$ cat config.mk
export PLATFORM = sky130hd
export DESIGN_NAME = timer_counter
export DESIGN_NICKNAME = d
export VERILOG_FILES = /design/src/rtl/timer_counter.sv
export SDC_FILE = /design/constraint.sdc
export NUM_CORES = 1
export LEC_CHECK = 0
export CAP_MARGIN = 20
export CELL_PAD_IN_SITES_DETAIL_PLACEMENT = 1
export CELL_PAD_IN_SITES_GLOBAL_PLACEMENT = 1
export CORE_AREA = 2 2 67 53
export CTS_BUF_LIST = sky130_fd_sc_hd__clkbuf_2
export CTS_CLUSTER_DIAMETER = 60
export DETAILED_ROUTE_END_ITERATION = 12
export DIE_AREA = 0 0 69 55
export DONT_BUFFER_PORTS = 1
export PLACE_DENSITY = 0.71
export SKIP_CTS_REPAIR_TIMING = 1
export SLEW_MARGIN = 0
export SYNTH_ARGS = -nofsm -noshare
export SYNTH_HDL_FRONTEND = slang
export SYNTH_SLANG_ARGS = --single-unit
export TNS_END_PERCENT = 10
$ cat constraint.sdc
create_clock -name i_clk_sys -period 3.6 [get_ports i_clk_sys]
set_input_delay 0.9 -clock i_clk_sys [delete_from_list [all_inputs] [get_ports i_clk_sys]]
set_output_delay 0.9 -clock i_clk_sys [all_outputs]
set_load 0.01 [all_outputs]
$ cat src/rtl/timer_counter.sv
// Prescaled 8-bit up/down timer driven by the TCR/TDR register outputs.
// Produces TCNT, a registered count-event pulse and sticky overflow/underflow flags.
module timer_counter #(
  parameter int unsigned DATA_WIDTH = 8,
  parameter int unsigned PRE_WIDTH  = 4
) (
  input  logic                  i_clk_sys,
  input  logic                  i_rst,
  input  logic [DATA_WIDTH-1:0] i_tcr,
  input  logic [DATA_WIDTH-1:0] i_tdr,
  input  logic                  i_clr_ovf,
  input  logic                  i_clr_udf,
  output logic [DATA_WIDTH-1:0] o_tcnt,
  output logic                  o_tick,
  output logic                  o_ovf,
  output logic                  o_udf
);

  localparam int unsigned LOAD_BIT = 7;
  localparam int unsigned DIR_BIT  = 5;
  localparam int unsigned EN_BIT   = 4;

  logic [PRE_WIDTH-1:0]  pre_q,  pre_d;
  logic [DATA_WIDTH-1:0] tcnt_q, tcnt_d;
  logic                  tick_q, tick_d;
  logic                  ovf_q,  ovf_d;
  logic                  udf_q,  udf_d;

  logic                  load, dir_down, enable;
  logic [PRE_WIDTH-1:0]  term;
  logic                  ovf_set, udf_set;
  logic                  unused_tcr;

  assign load       = i_tcr[LOAD_BIT];
  assign dir_down   = i_tcr[DIR_BIT];
  assign enable     = i_tcr[EN_BIT];
  assign unused_tcr = ^{i_tcr[DATA_WIDTH-1:0] & ~DATA_WIDTH'(8'hB3)};

  // Terminal prescaler value (divisor - 1) for the selected clock.
  always_comb begin
    term = PRE_WIDTH'(1);
    case (i_tcr[1:0])
      2'b00:   term = PRE_WIDTH'(1);
      2'b01:   term = PRE_WIDTH'(3);
      2'b10:   term = PRE_WIDTH'(7);
      default: term = PRE_WIDTH'(15);
    endcase
  end

  // Next state: load > count > hold. The >= compare forces a prompt tick
  // when the divisor shrinks below the current prescaler value.
  always_comb begin
    pre_d   = pre_q;
    tcnt_d  = tcnt_q;
    tick_d  = 1'b0;
    ovf_set = 1'b0;
    udf_set = 1'b0;
    if (load) begin
      tcnt_d = i_tdr;
      pre_d  = '0;
    end else if (enable) begin
      if (pre_q >= term) begin
        pre_d  = '0;
        tick_d = 1'b1;
        if (dir_down) begin
          tcnt_d  = tcnt_q - DATA_WIDTH'(1);
          udf_set = (tcnt_q == '0);
        end else begin
          tcnt_d  = tcnt_q + DATA_WIDTH'(1);
          ovf_set = (tcnt_q == {DATA_WIDTH{1'b1}});
        end
      end else begin
        pre_d = pre_q + PRE_WIDTH'(1);
      end
    end
    // Set wins over a coincident clear.
    ovf_d = ovf_set | (ovf_q & ~i_clr_ovf);
    udf_d = udf_set | (udf_q & ~i_clr_udf);
  end

  always_ff @(posedge i_clk_sys) begin
    if (i_rst) begin
      pre_q  <= '0;
      tcnt_q <= '0;
      tick_q <= 1'b0;
      ovf_q  <= 1'b0;
      udf_q  <= 1'b0;
    end else begin
      pre_q  <= pre_d;
      tcnt_q <= tcnt_d;
      tick_q <= tick_d;
      ovf_q  <= ovf_d;
      udf_q  <= udf_d;
    end
  end

  assign o_tcnt = tcnt_q;
  assign o_tick = tick_q;
  assign o_ovf  = ovf_q;
  assign o_udf  = udf_q;

endmodule

# After elaboration in Yosys (flattened, before gate mapping)
# Cells that the tools add are included.
# classes
addsub	3
magnitude_cmp	1
n_eq_ne	3
muxes	15
bitwise_logic	7
n_reduce_logical	7
# op_table
cell	n
two-way mux 8 bit	4
one-hot mux 4 bit (3 select lines)	1
two-way mux 1 bit	9
adder 8 x 1 -> 8 bit (second input constant)	1
equality test 8 bit (second input constant)	1
logical NOT 8 bit	1
subtractor 8 x 1 -> 8 bit (second input constant)	1
adder 4 x 1 -> 4 bit (second input constant)	1
>= comparator 4 bit	1
two-way mux 4 bit	1
nonzero test 2 bit	2
NOT 1 bit	3
OR reduction 3 bit	1
bitwise AND 1 bit	2
equality test 2 x 1 -> 1 bit (second input constant)	1
equality test 2 bit (second input constant)	1
logical NOT 2 bit	1
bitwise OR 1 bit	2
AND reduction 2 bit	1
OR reduction 2 bit	1
# totals
reg_bits	15
input_bits	20
output_inout_bits	11

# Longest topological paths before layout
# Gate-level depths: netlist of the first run.
# logic_depth
depth_word	7
depth_mapped	7
depth_no_buf	7

# Worst setup path after synthesis of the first run
# Ideal clock, no wire load.
# synth_path
kind	in2reg
from	input port i_tcr[5]
to	register tcnt_q[6], in the netlist o_tcnt[6]
arrival_time_ns	2.396
setup_slack_ns	1.118
stages	6
path_buffers	0
cell_sequence	ha_1 nor2b_4 o31a_1 or4_1 a31o_1 a221oi_2
# synth_between
elab_chain_len	4
# synth_lines
item	line	text
from (decl)	9	input logic [DATA_WIDTH-1:0] i_tcr,
two-way mux 8 bit	65	if (dir_down) begin
two-way mux 8 bit	62	if (pre_q >= term) begin
two-way mux 8 bit	61	end else if (enable) begin
two-way mux 8 bit	58	if (load) begin
to (signal assigned)	90	tcnt_q <= tcnt_d;
to (decl)	24	logic [DATA_WIDTH-1:0] tcnt_q, tcnt_d;
# Every way passes these cells. The select of a mux whose other input is x is not followed.
# A chain may end at the register's enable or synchronous reset.

# Worst setup path after layout of the first run
# Ends and elaborated chain as after synthesis.

==> flow_metrics.py, run 1 <==
metrics = {
    "final_layout": {
        "area_growth_syn_to_layout_pct": 5.01,
        "ff_latch_area_um2": 300,
        "num-nets-final": 158,
        "multi_input_area_um2": 728,
        "stdcell_count": 166,
        "diodes": 0,
        "fillCellCount": 391,
        "drive_gt1_frac": 0.0794,
        "utilization": 0.358,
    },
    "place": {
        "portBuffers": 0,
        "hpwl_um": 2100,
        "dp.cells": 162,
        "gp_congestion": 0.785,
    },
    "global_route": {
        "globalRouteTotalUtil": 0.154,
        "antenna_found_initial": 0,
        "grt_start_max_net_pins": 20,
        "grt_pass1_vias": 945,
        "grt_overflow_total": 0,
        "grt_pass1_wl_um": 4550,
    },
    "sta": {
        "tightest_slew_ns": 0.467,
        "setup_viol": 0,
        "hold_violations": 0,
        "relSlewSlack": 0.687,
        "report.final.slew_viol_count": 0,
        "period_needed_ns": 2.27,
        "period_share": 0.631,
        "rsz0062_at_grt": "no",
        "skew_ns": 0.00904,
        "finalSetupTns_ns": 0,
        "max_freq_mhz": 440,
    },
    "drt": {
        "viasPerCell": 5.70,
        "drt_iter0_drc": 21,
        "post_drt_wl_per_cell_um": 16.5,
        "via_count": 947,
        "ant_nets": 0,
        "firstDrtPassIters": 4,
        "wirelength_um": 2750,
        "drc_errors": 0,
    },
    "synth": {
        "yosysMostFrequentCell": "dfxtp_1",
        "synth_seq_cells": 15,
        "synth_edf_count": 0,
        "ys_top_cells_by_count": "dfxtp_1, nor2_1, a21oi_1",
        "synth_area_leaders": "dfxtp_1, ha_1, a21oi_1",
        "synth-async-reset-ratio": 0,
        "ys.flop_type": "dfxtp_1",
        "synth_area_um2": 1070,
        "synth-seq-area-share": 0.279,
        "yosysWarnings": 0,
        "yosys.area.top_type": "dfxtp_1",
        "yosysTopAreaCellShare": 0.279,
        "syn-num-nets": 157,
        "synth_area_per_cell_um2": 8.53,
        "synth.distinct_cells": 42,
        "netlist_instances": 126,
    },
    "power_and_ir_drop": {
        "irDropWorstVdd_uv": 111,
        "total_leakage_power_nw": 0.454,
        "power_density_nw_per_um2": 307,
    },
    "worst_hold_path": {
        "hp-class": "reg -> reg",
    },
    "setup_path": {
        "cp-end-kind": "flop",
        "critPathLaunchType": "primary input",
        "crit_fanout": 9,
        "cp_data_arrival_time_ns": 2.51,
        "path_class": "in -> reg",
        "worst_ep_required_time_ns": 3.84,
    },
    "floorplan": {
        "ios": 31,
        "core_area_um2": 3150,
        "rows": 18,
        "die_w_um": 69,
        "die_y_um": 55,
        "initial_core_util": 0.341,
        "dieArea_um2": 3800,
    },
    "cts": {
        "clock_path_buffers": 2,
        "cts_max_level": 1,
        "cts_buffers": 3,
        "cts_root_buffer": "clkbuf_2",
        "insertion_delay_ns": 0.30,
        "cts_tree": "yes",
        "clk_pin_slew_worst_paths_ns": 0.18,
        "cts.sinks": 15,
    },
    "run_status": {
        "outcome": "finished clean",
    },
    "flow_run": {
        "drv_cap": 0,
    },
}
-- metrics by stage --
| stage | hold slack, ns | total power [mW] | setup slack (ns) | area (um^2) |
|---|---|---|---|---|
| 2_1_floorplan | 0.485 | 0.251 | 1.12 | 1070 |
| 3_3_place_gp | 0.501 | 0.257 | 1.05 | 1110 |
| 3_5_place_dp | 0.508 | 0.261 | 1.01 | 1110 |
| 4_1_cts | 0.533 | 0.351 | 1.35 | 1130 |
| 5_1_grt | 0.559 | 0.367 | 1.28 | 1130 |
| 6_report | 0.527 | 0.346 | 1.33 | 1130 |
-- power breakdown --
| part | switching, mW | leakage (nW) | internal, mW | total (mW) |
|---|---|---|---|---|
| clock network | 0.0623 | 0.0164 | 0.0252 | 0.0875 |
| logic | 0.0366 | 0.315 | 0.0357 | 0.0722 |
| registers | 0.0136 | 0.123 | 0.173 | 0.186 |
| total | 0.112 | 0.454 | 0.234 | 0.346 |
-- layer usage --
metal / track usage / wire (um) / vias to the layer above
met1: 0.184 / 1220 / 456
met3: 0.0399 / 154 / 4
li1: - / - / 463
met2: 0.264 / 1340 / 24
met4: 0.0817 / 31 / 0
met5: 0 / 0 / -
-- critical path: stages --
cell      delay, ns
ha_1           0.34
nor2b_4        0.15
o31a_1         0.27
or4_1          0.42
a31o_1         0.23
a221oi_2       0.19
-- cell families after synthesis --
group | after synthesis | synth area share
buffers and inverters | 12 | 0.0431
AND/OR/NAND/NOR | 41 | 0.197
adder cells (fa/ha/maj) | 11 | 0.135
multiplexers | 4 | 0.0384
AO/OA/AOI/OAI | 36 | 0.250
flip-flops | 15 | 0.279
XOR/XNOR | 7 | 0.0570
-- state kept, by name, summed over array words and instances (netlist names) --
name and count:
o_udf 1, o_tcnt 8, o_ovf 1, o_tick 1, pre_q 4
-- layout make-up --
type / instances / share of cell area
Tap cell: 40 / 0.0443
Clock buffer: 3 / 0.0133
Sequential cell: 15 / 0.266
Multi-Input combinational cell: 99 / 0.645
Inverter: 8 / 0.0266
Clock inverter: 1 / 0.00443
-- cell usage in the layout (no fill, tap or decap), types with 4 or more instances in the layout --
| cell | instances |
|---|---|
| a21oi_1 | 11 |
| nand2_1 | 7 |
| inv_1 | 8 |
| o211ai_1 | 4 |
| xnor2_1 | 4 |
| nor2_1 | 14 |
| dfxtp_1 | 15 |
| ha_1 | 10 |
-- final timing paths --
kind         startpoint         to  slack (ns)  cells after the start
min reg2reg       o_udf      o_udf        0.53                      2
min               o_udf      o_udf        0.53                      2
max            i_tcr[5]  o_tcnt[6]        1.33                      6
max reg2reg   o_tcnt[2]  o_tcnt[6]        1.44                      6
Note: power is estimated with default switching activity, not from simulation.
==> run 2: changes to the inputs <==
- clock period: 3.6 -> 2.2 ns (I/O delays scaled with it)
==> run 2 against run 1 <==
  * Design area up 4.1%
  * Global-route usage rose by 0.29 points
  * Total power increased by 65%
  * Non-clock buffer count up 6
  * Critical path depth unchanged
  * Register-to-register slack got worse by 1.2 ns
  * Largest cell class unchanged
  * Largest power group unchanged
  * Highest routed layer unchanged
==> flow_metrics.py, run 2 (synthesized netlist as in run 1, its figures left out) <==
metrics = {
    "cts": {
        "cts_root_buffer": "clkbuf_2",
        "insertion_delay_ns": 0.30,
        "cts.sinks": 15,
        "clk_pin_slew_worst_paths_ns": 0.17,
        "cts_buffers": 3,
        "cts_max_level": 1,
        "cts_tree": "yes",
        "clock_path_buffers": 2,
    },
    "place": {
        "gp_congestion": 0.724,
        "portBuffers": 0,
        "hpwl_um": 2190,
    },
    "final_layout": {
        "fillCellCount": 400,
        "num-nets-final": 164,
        "drive_gt1_frac": 0.129,
        "final_cell_mix": "nor2_1, dfxtp_1, a21oi_1",
        "area_growth_syn_to_layout_pct": 9.31,
        "diodes": 0,
        "largest_reg_flops": 8,
    },
    "sta": {
        "tightest_slew_ns": 0.466,
        "relSlewSlack": 0.687,
        "report.final.slew_viol_count": 0,
        "setup_viol": 0,
        "period_share": 0.885,
        "hold_violations": 0,
        "skew_ns": 0.0170,
        "rsz0062_at_grt": "no",
        "finalSetupTns_ns": 0,
        "max_freq_mhz": 514,
        "period_needed_ns": 1.95,
    },
    "global_route": {
        "grt_use_met3": 0.0525,
        "grt-busiest-layer": "met2",
        "antenna_found_initial": 0,
        "grt_overflow_total": 0,
        "globalRouteTotalUtil": 0.157,
        "grt_start_max_net_pins": 20,
        "grtUsageMet1": 0.190,
        "grt_pass1_wl_um": 4630,
        "grt_pass1_vias": 976,
        "gr-usage-met2": 0.277,
    },
    "setup_path": {
        "crit_path_cell_trace": "ha_1, o21a_1, o31a_1, or4_1, a31o_1, a221oi_2",
        "cp_data_arrival_time_ns": 2.18,
        "cp_slowest_stage_delay_ns": 0.49,
        "critPathLaunchType": "flop",
        "worst_ep_required_time_ns": 2.44,
        "worstPathBufferInverterCount": 0,
        "crit_slowest_cell": "dfxtp_1",
        "crit_fanout": 5,
        "critical_path.top_delay_family": "compound AO/OA/AOI/OAI gates",
        "cp-end-kind": "flop",
        "path_class": "reg -> reg",
    },
    "flow_run": {
        "drv_cap": 0,
    },
    "drt": {
        "firstDrtPassIters": 4,
        "post_drt_wl_per_cell_um": 16.1,
        "via_count": 956,
        "viasPerCell": 5.56,
        "wirelength_um": 2770,
        "ant_nets": 0,
        "drt_iter0_drc": 23,
        "drc_errors": 0,
    },
    "floorplan": {
        "dieArea_um2": 3800,
        "initial_core_util": 0.341,
        "die_y_um": 55,
        "core_area_um2": 3150,
        "rows": 18,
        "die_w_um": 69,
        "ios": 31,
    },
    "power_and_ir_drop": {
        "power_density_nw_per_um2": 487,
        "irDropWorstVdd_uv": 287,
        "power.total_uw": 572,
        "total_leakage_power_nw": 0.484,
    },
    "run_status": {
        "outcome": "finished clean",
    },
    "worst_hold_path": {
        "hp-class": "in -> reg",
    },
}
## run 2: final timing paths
check	slack, ns	end	start	depth (start not counted)
setup / recovery	0.25	o_tcnt[6]	o_tcnt[3]	6
hold reg to reg	0.53	o_udf	o_udf	2
hold / removal	0.28	o_tcnt[6]	i_rst	1
setup reg to reg	0.25	o_tcnt[6]	o_tcnt[3]	6
## run 2: metrics by stage
stage                     hold slack, ns  cell area [um^2]  utilization  instances  setup slack (ns)
final                              0.281              1170        0.373        172             0.253
after global routing               0.245              1170        0.373        172             0.103
after CTS                          0.264              1170        0.372        172             0.175
after detailed placement           0.511              1150        0.366        168            0.0469
after global placement             0.502              1150        0.366        168            0.0705
after floorplan                    0.485              1070            -        126            0.0678
## run 2: routing by layer
metal	part of all wire	vias to the layer above
met5	0	-
met4	0.0036	0
met3	0.061	2
met2	0.49	21
met1	0.45	460
li1	-	473
## run 2: final cells by class
type / count / area, um^2 / share of cell area
Clock buffer: 3 / 15.0 / 0.0128
Clock inverter: 1 / 5.00 / 0.00426
Inverter: 8 / 30.0 / 0.0256
Multi-Input combinational cell: 99 / 728 / 0.620
Sequential cell: 15 / 302 / 0.257
Tap cell: 40 / 50.0 / 0.0426
Timing Repair Buffer: 6 / 45.0 / 0.0383
## run 2: power breakdown
group | internal, mW | total (mW) | switching (mW)
Sequential | 0.283 | 0.301 | 0.0185
Combinational | 0.0672 | 0.132 | 0.0646
Clock | 0.0411 | 0.139 | 0.0978
